### src/rtl/traffic_light_controller_if.sv
// Controller-to-renderer bundle: control inputs, 12 lamp outputs, time_left and phase.
// EW_SENSOR_EN adds the ew_car request input.
interface traffic_light_controller_if;
  logic       hold;
  logic       force_red;
`ifdef EW_SENSOR_EN
  logic       ew_car;
`endif
  logic       N_red, N_yellow, N_green;
  logic       E_red, E_yellow, E_green;
  logic       S_red, S_yellow, S_green;
  logic       W_red, W_yellow, W_green;
  logic [7:0] time_left;
  logic [2:0] phase;

  modport master (
    input  hold, force_red,
`ifdef EW_SENSOR_EN
    input  ew_car,
`endif
    output N_red, N_yellow, N_green,
    output E_red, E_yellow, E_green,
    output S_red, S_yellow, S_green,
    output W_red, W_yellow, W_green,
    output time_left, phase
  );

  modport slave (
    output hold, force_red,
`ifdef EW_SENSOR_EN
    output ew_car,
`endif
    input  N_red, N_yellow, N_green,
    input  E_red, E_yellow, E_green,
    input  S_red, S_yellow, S_green,
    input  W_red, W_yellow, W_green,
    input  time_left, phase
  );
endinterface

### src/rtl/traffic_light_controller.sv
// Four-way traffic light controller: seconds prescaler, phase FSM with hold/force-red.
// Optional EW_SENSOR_EN: NS green extends until an east/west car is reported.
module traffic_light_controller #(
  parameter int unsigned TICK_DIV = 25000000,
  parameter int unsigned T_GREEN  = 10,
  parameter int unsigned T_YELLOW = 3,
  parameter int unsigned T_ALLRED = 2
) (
  input  logic                          clk,
  input  logic                          rst_n,
  traffic_light_controller_if.master    tl_bus
);

  localparam int unsigned CNT_W = (TICK_DIV > 1) ? $clog2(TICK_DIV) : 1;
  localparam int unsigned TL_W  = 8;
  localparam int unsigned LMP_W = 12;

  localparam logic [CNT_W-1:0] CNT_LAST = CNT_W'(TICK_DIV - 1);

  typedef enum logic [2:0] {
    NS_GREEN  = 3'd0,
    NS_YELLOW = 3'd1,
    ALLRED_A  = 3'd2,
    EW_GREEN  = 3'd3,
    EW_YELLOW = 3'd4,
    ALLRED_B  = 3'd5,
    FORCED    = 3'd6
  } state_t;

  // Per-direction lamp triplets {red, yellow, green}
  localparam logic [2:0] LMP_R = 3'b100;
  localparam logic [2:0] LMP_Y = 3'b010;
  localparam logic [2:0] LMP_G = 3'b001;

  function automatic logic [TL_W-1:0] dur_m1(input state_t s);
    logic [TL_W-1:0] d;
    case (s)
      NS_GREEN, EW_GREEN:   d = TL_W'(T_GREEN - 1);
      NS_YELLOW, EW_YELLOW: d = TL_W'(T_YELLOW - 1);
      default:              d = TL_W'(T_ALLRED - 1);
    endcase
    return d;
  endfunction

  function automatic state_t seq_next(input state_t s);
    state_t n;
    case (s)
      ALLRED_B:  n = NS_GREEN;
      NS_GREEN:  n = NS_YELLOW;
      NS_YELLOW: n = ALLRED_A;
      ALLRED_A:  n = EW_GREEN;
      EW_GREEN:  n = EW_YELLOW;
      EW_YELLOW: n = ALLRED_B;
      default:   n = ALLRED_B;
    endcase
    return n;
  endfunction

  // Lamp vector order: {N, E, S, W}, each {red, yellow, green}
  function automatic logic [LMP_W-1:0] lamp_decode(input state_t s);
    logic [2:0] ns;
    logic [2:0] ew;
    ns = LMP_R;
    ew = LMP_R;
    case (s)
      NS_GREEN:  ns = LMP_G;
      NS_YELLOW: ns = LMP_Y;
      EW_GREEN:  ew = LMP_G;
      EW_YELLOW: ew = LMP_Y;
      default:   ;
    endcase
    return {ns, ew, ns, ew};
  endfunction

  state_t             r_state;
  logic [TL_W-1:0]    r_time_left;
  logic [CNT_W-1:0]   r_tick_cnt;
  logic [LMP_W-1:0]   r_lamps;

  state_t             w_state_nxt;
  logic [TL_W-1:0]    w_time_left_nxt;
  logic [CNT_W-1:0]   w_tick_cnt_nxt;
  logic               w_tick;
  logic               w_sensor_wait;

`ifdef EW_SENSOR_EN
  assign w_sensor_wait = (r_state == NS_GREEN) && !tl_bus.ew_car;
`else
  assign w_sensor_wait = 1'b0;
`endif

  assign w_tick = (r_tick_cnt == CNT_LAST) && !tl_bus.hold && !tl_bus.force_red;

  // Next-state / timer / prescaler; priority force_red > hold > tick.
  // Leaving FORCED happens on the first low force_red cycle even under hold,
  // and the prescaler restarts from 0 so ALLRED_B gets a full clearance tick.
  always_comb begin
    w_state_nxt     = r_state;
    w_time_left_nxt = r_time_left;
    w_tick_cnt_nxt  = r_tick_cnt;
    if (tl_bus.force_red) begin
      w_state_nxt     = FORCED;
      w_time_left_nxt = '0;
      w_tick_cnt_nxt  = '0;
    end else if (r_state == FORCED) begin
      w_state_nxt     = ALLRED_B;
      w_time_left_nxt = dur_m1(ALLRED_B);
      w_tick_cnt_nxt  = '0;
    end else if (!tl_bus.hold) begin
      if (w_tick) begin
        w_tick_cnt_nxt = '0;
        if (r_time_left != '0) begin
          w_time_left_nxt = r_time_left - TL_W'(1);
        end else if (!w_sensor_wait) begin
          w_state_nxt     = seq_next(r_state);
          w_time_left_nxt = dur_m1(seq_next(r_state));
        end
      end else begin
        w_tick_cnt_nxt = r_tick_cnt + CNT_W'(1);
      end
    end
  end

  // State, timer, prescaler and registered lamp outputs
  always_ff @(posedge clk or negedge rst_n) begin
    if (!rst_n) begin
      r_state     <= ALLRED_B;
      r_time_left <= TL_W'(T_ALLRED - 1);
      r_tick_cnt  <= '0;
      r_lamps     <= {LMP_R, LMP_R, LMP_R, LMP_R};
    end else begin
      r_state     <= w_state_nxt;
      r_time_left <= w_time_left_nxt;
      r_tick_cnt  <= w_tick_cnt_nxt;
      r_lamps     <= lamp_decode(w_state_nxt);
    end
  end

  assign {tl_bus.N_red, tl_bus.N_yellow, tl_bus.N_green} = r_lamps[11:9];
  assign {tl_bus.E_red, tl_bus.E_yellow, tl_bus.E_green} = r_lamps[8:6];
  assign {tl_bus.S_red, tl_bus.S_yellow, tl_bus.S_green} = r_lamps[5:3];
  assign {tl_bus.W_red, tl_bus.W_yellow, tl_bus.W_green} = r_lamps[2:0];
  assign tl_bus.time_left = r_time_left;
  assign tl_bus.phase     = r_state;

endmodule

### src/flat_wrapper.sv
// flat-port wrapper written by rule: the top's interface ports become plain ports
module traffic_light_controller_flat 
#(
  parameter int unsigned TICK_DIV = 25000000,
  parameter int unsigned T_GREEN  = 10,
  parameter int unsigned T_YELLOW = 3,
  parameter int unsigned T_ALLRED = 2
)
  (clk, rst_n, tl_bus_hold, tl_bus_force_red, tl_bus_N_red, tl_bus_N_yellow, tl_bus_N_green, tl_bus_E_red, tl_bus_E_yellow, tl_bus_E_green, tl_bus_S_red, tl_bus_S_yellow, tl_bus_S_green, tl_bus_W_red, tl_bus_W_yellow, tl_bus_W_green, tl_bus_time_left, tl_bus_phase);
  traffic_light_controller_if tl_bus_i ();
  input  logic clk;
  input  logic rst_n;
  input wire logic [$bits(tl_bus_i.hold)-1:0] tl_bus_hold;
  input wire logic [$bits(tl_bus_i.force_red)-1:0] tl_bus_force_red;
  output wire logic [$bits(tl_bus_i.N_red)-1:0] tl_bus_N_red;
  output wire logic [$bits(tl_bus_i.N_yellow)-1:0] tl_bus_N_yellow;
  output wire logic [$bits(tl_bus_i.N_green)-1:0] tl_bus_N_green;
  output wire logic [$bits(tl_bus_i.E_red)-1:0] tl_bus_E_red;
  output wire logic [$bits(tl_bus_i.E_yellow)-1:0] tl_bus_E_yellow;
  output wire logic [$bits(tl_bus_i.E_green)-1:0] tl_bus_E_green;
  output wire logic [$bits(tl_bus_i.S_red)-1:0] tl_bus_S_red;
  output wire logic [$bits(tl_bus_i.S_yellow)-1:0] tl_bus_S_yellow;
  output wire logic [$bits(tl_bus_i.S_green)-1:0] tl_bus_S_green;
  output wire logic [$bits(tl_bus_i.W_red)-1:0] tl_bus_W_red;
  output wire logic [$bits(tl_bus_i.W_yellow)-1:0] tl_bus_W_yellow;
  output wire logic [$bits(tl_bus_i.W_green)-1:0] tl_bus_W_green;
  output wire logic [$bits(tl_bus_i.time_left)-1:0] tl_bus_time_left;
  output wire logic [$bits(tl_bus_i.phase)-1:0] tl_bus_phase;
  assign tl_bus_i.hold = tl_bus_hold;
  assign tl_bus_i.force_red = tl_bus_force_red;
  assign tl_bus_N_red = tl_bus_i.N_red;
  assign tl_bus_N_yellow = tl_bus_i.N_yellow;
  assign tl_bus_N_green = tl_bus_i.N_green;
  assign tl_bus_E_red = tl_bus_i.E_red;
  assign tl_bus_E_yellow = tl_bus_i.E_yellow;
  assign tl_bus_E_green = tl_bus_i.E_green;
  assign tl_bus_S_red = tl_bus_i.S_red;
  assign tl_bus_S_yellow = tl_bus_i.S_yellow;
  assign tl_bus_S_green = tl_bus_i.S_green;
  assign tl_bus_W_red = tl_bus_i.W_red;
  assign tl_bus_W_yellow = tl_bus_i.W_yellow;
  assign tl_bus_W_green = tl_bus_i.W_green;
  assign tl_bus_time_left = tl_bus_i.time_left;
  assign tl_bus_phase = tl_bus_i.phase;
  traffic_light_controller #(.TICK_DIV(TICK_DIV), .T_GREEN(T_GREEN), .T_YELLOW(T_YELLOW), .T_ALLRED(T_ALLRED)) u_core (.clk(clk), .rst_n(rst_n), .tl_bus(tl_bus_i));
endmodule
### config.mk
export PLATFORM = sky130hd
export DESIGN_NAME = traffic_light_controller_flat
export DESIGN_NICKNAME = d
export VERILOG_FILES = /design/src/rtl/traffic_light_controller_if.sv /design/src/rtl/traffic_light_controller.sv /design/src/flat_wrapper.sv
export SDC_FILE = /design/constraint.sdc
export NUM_CORES = 1
export LEC_CHECK = 0
export BUFFER_PORTS_ARGS = -buffer_cell sky130_fd_sc_hd__buf_2
export CAP_MARGIN = 10
export CORE_MARGIN = 3
export CORE_UTILIZATION = 35
export CTS_BUF_LIST = sky130_fd_sc_hd__clkbuf_4 sky130_fd_sc_hd__clkbuf_8 sky130_fd_sc_hd__clkbuf_16
export DETAILED_ROUTE_END_ITERATION = 12
export SLEW_MARGIN = 10
export SYNTH_ARGS = -nofsm -noshare
export SYNTH_HDL_FRONTEND = slang
export SYNTH_SLANG_ARGS = --single-unit
### constraint.sdc
create_clock -name clk -period 2.3 [get_ports clk]
set_input_delay 0.23 -clock clk [delete_from_list [all_inputs] [get_ports clk]]
set_output_delay 0.23 -clock clk [all_outputs]
set_load 0.02 [all_outputs]
==> run metrics <==
Starting Density between 30% and 40%; Reg2Reg Setup Slack roughly 0.20 ns; CTS sink cnt 42; combinational power share roughly an eighth; Synth Instances 253; I/O pin count 27; CP max FO 5; Synth top cells by count dfrtp_1 (37), nor2_1 (33), nand2_1 (25), a21oi_1 (13), nand4_1 (12); 1st-iter DRT viols ~110; drc violations 0; Worst EP required about 2.5 ns; Max Root-Sink Buffers 2; ranking of synthesized cells by area dfrtp_1 (40%), dfstp_2 (5.6%), nor2_1 (5.3%), nand2_1 (4.0%), xnor2_1 (3.4%); met2 global-route usage between 20% and 30%; WL/cell between 10 and 15 um; Tot Pwr 1.69 mW; asr flop ratio synth between 90% and 100%; Worst setup EP type flip-flop; vias in the first global route 1787; Die Wd 87.7 um; H-tree levels 2; area share of the largest cell type after synthesis between 30% and 40%; crit path launch type flip-flop; Least-Margin Pin Slew 0.948 ns; CP arrival 2.34 ns; Cell Pwr Density 620 mW/mm^2; PortBufs 26; Internal between 1 and 1.5 mW; CTS tree yes; drt pass-1 iters 4; VDD IR max 369 uV; pin count of the biggest net entering global routing 43; RD Place Congestion between 0.8 and 0.9; row count 29; ant diodes 0; Num CTS Buffers 5; Final setup viols 0; DP HPWL ~3800 um; Clk pwr share 42.9%; RSZ-0062 raised after global routing no; Core Box Area 0.00642 mm^2; area occupied by multi-input gates around 0.0012 mm^2; grt ovf 0; most common cell in the netlist dfrtp_1; via count ~2000; Slew Limit Fails 0; Post-Syn Area per Cell 9.24 um^2; skew final 0.00712 ns; register area share after synthesis between 40% and 50%; period utilisation layout a little over 90%; Post-synth EDFFs 0; first-pass GRT wire length between 8000 and 9000 um; Hold WC Path Type input pin to asynchronous set/reset pin; antenna-violating nets left 0; Net Switching 0.407 mW; fillers just over 600; switching power share of the total 24.0%; top_reg_cell synth dfrtp_1; leakage approximately 1.2 nW; Slew HR between 30% and 40%; register area ~0.0011 mm^2; total setup buffers inserted after CTS 0; share of cells above drive strength 1 a little under a quarter; area of the mapped netlist 0.00234 mm^2; height of the die between 80 and 90 um; final wirelength 5230 um; vias per cell about 5.5; FF+latch count, synth 42; die footprint 0.00770 mm^2; Syn. warnings 0; syn_nets 260; routing usage on met3 between 3 and 4%; Max Cap Viol 0; Synth-to-Final Area Change 16.8%; cts hold-fix bufs 0; root buffer cell clkbuf_8; status completed; gr busiest metal met2; sequential power share 45.4%; clock latency on the worst-skew pair ~0.3 ns; Hold Fails Final Rpt 0; area leader, netlist dfrtp_1; Tmin final roughly 2.1 ns; NumNets Final 293; post-CTS sizing 0; achievable frequency around 480 MHz; initial antenna violation count 0; CP Class flip-flop to flip-flop; Netlist cell types 51; Total GRT Usage 14.3%; GRT met1 Usage approximately a fifth; Total Neg Setup Slack 0 ns; CTS clk-pin slew, worst paths 0.08 ns
==> metrics by stage <==
stage | std cells | hold WS, ns | area, um^2 | utilization [%] | worst slack [ns]
after floorplan | 253 | -0.0656 | 2340 | - | 0.0316
after global placement | 356 | 0.425 | 2590 | 40.3 | 0.256
after detailed placement | 356 | 0.437 | 2590 | 40.3 | 0.194
after CTS | 364 | 0.103 | 2730 | 42.5 | 0.190
after global routing | 364 | 0.140 | 2730 | 42.5 | 0.0871
final | 364 | 0.0670 | 2730 | 42.5 | 0.198
==> per-layer routing <==
| metal | vias up | wire (um) |
|---|---|---|
| li1 | 958 | - |
| met1 | 980 | 2450 |
| met2 | 46 | 2480 |
| met3 | 4 | 266 |
| met4 | 0 | 38 |
| met5 | - | 0 |
==> power groups by stage <==
stage | sequential, mW | combinational, mW | clock, mW
CTS | 0.769 | 0.201 | 0.748
floorplan | 0.791 | 0.124 | 0
global placement | 0.784 | 0.200 | 0
global route | 0.772 | 0.223 | 0.772
detailed placement | 0.784 | 0.200 | 0
finish | 0.769 | 0.199 | 0.726
==> worst max-delay path, cell delays in order, from the launching register on <==
cell and delay, ns:
dfrtp_1 0.40, ha_1 0.21, nand2_1 0.12, or4_1 0.56
nor3_2 0.23, or2_2 0.19, mux2_2 0.33
==> flip-flops by register name (all words and copies together), names as in the netlist <==
signal	cells
u_core.tl_bus.phase	3
u_core.r_tick_cnt	25
u_core.tl_bus.time_left	8
u_core.r_lamps	6
==> cell usage in the layout (no fill, tap or decap), types with 3 or more instances in the layout <==
master    instances
dfrtp_1          37
nor2_1           33
buf_2            26
nand2_1          25
buf_4            16
a21oi_1          13
nand4_1          12
or3_1            10
xnor2_1           9
inv_1             8
nand3_1           8
o21ai_0           7
nor3_1            6
xor2_1            6
clkbuf_8          6
dfstp_2           5
or4_1             4
mux2i_1           4
nand2b_1          4
and4_1            3
o22ai_1           3
nand3b_1          3
ha_1              3
==> layout make-up <==
cell class,count,share of cell area (%)
multi-input cells,187,42.3
repair buffers,42,9.16
clock inverters,2,2.20
inverters,8,1.10
flip-flops and latches,42,38.7
well taps,77,3.53
clock buffers,6,3.02
==> cell families after synthesis <==
family / after synthesis / synth area share [%]
flip-flops: 42 / 45.2
multiplexers: 6 / 2.68
XOR/XNOR: 15 / 5.62
buffers and inverters: 24 / 5.40
AND/OR/NAND/NOR: 125 / 28.9
adder cells (fa/ha/maj): 3 / 1.61
AO/OA/AOI/OAI: 38 / 10.6
==> path summary, 6_finish.rpt <==
path                                                 start                         end  depth (start not counted)
worst max register to register        u_core.r_tick_cnt[0]           u_core.r_lamps[8]                          6
worst min register to register  u_core.tl_bus.time_left[0]  u_core.tl_bus.time_left[0]                          2
worst min-delay path                                 rst_n           u_core.r_lamps[7]                          1
worst max-delay path                  u_core.r_tick_cnt[0]           u_core.r_lamps[8]                          6
min in group clk                          tl_bus_force_red      u_core.tl_bus.phase[0]                          2
max in group asynchronous                            rst_n        u_core.r_tick_cnt[1]                          1
Power figures use the tool's default switching activity.
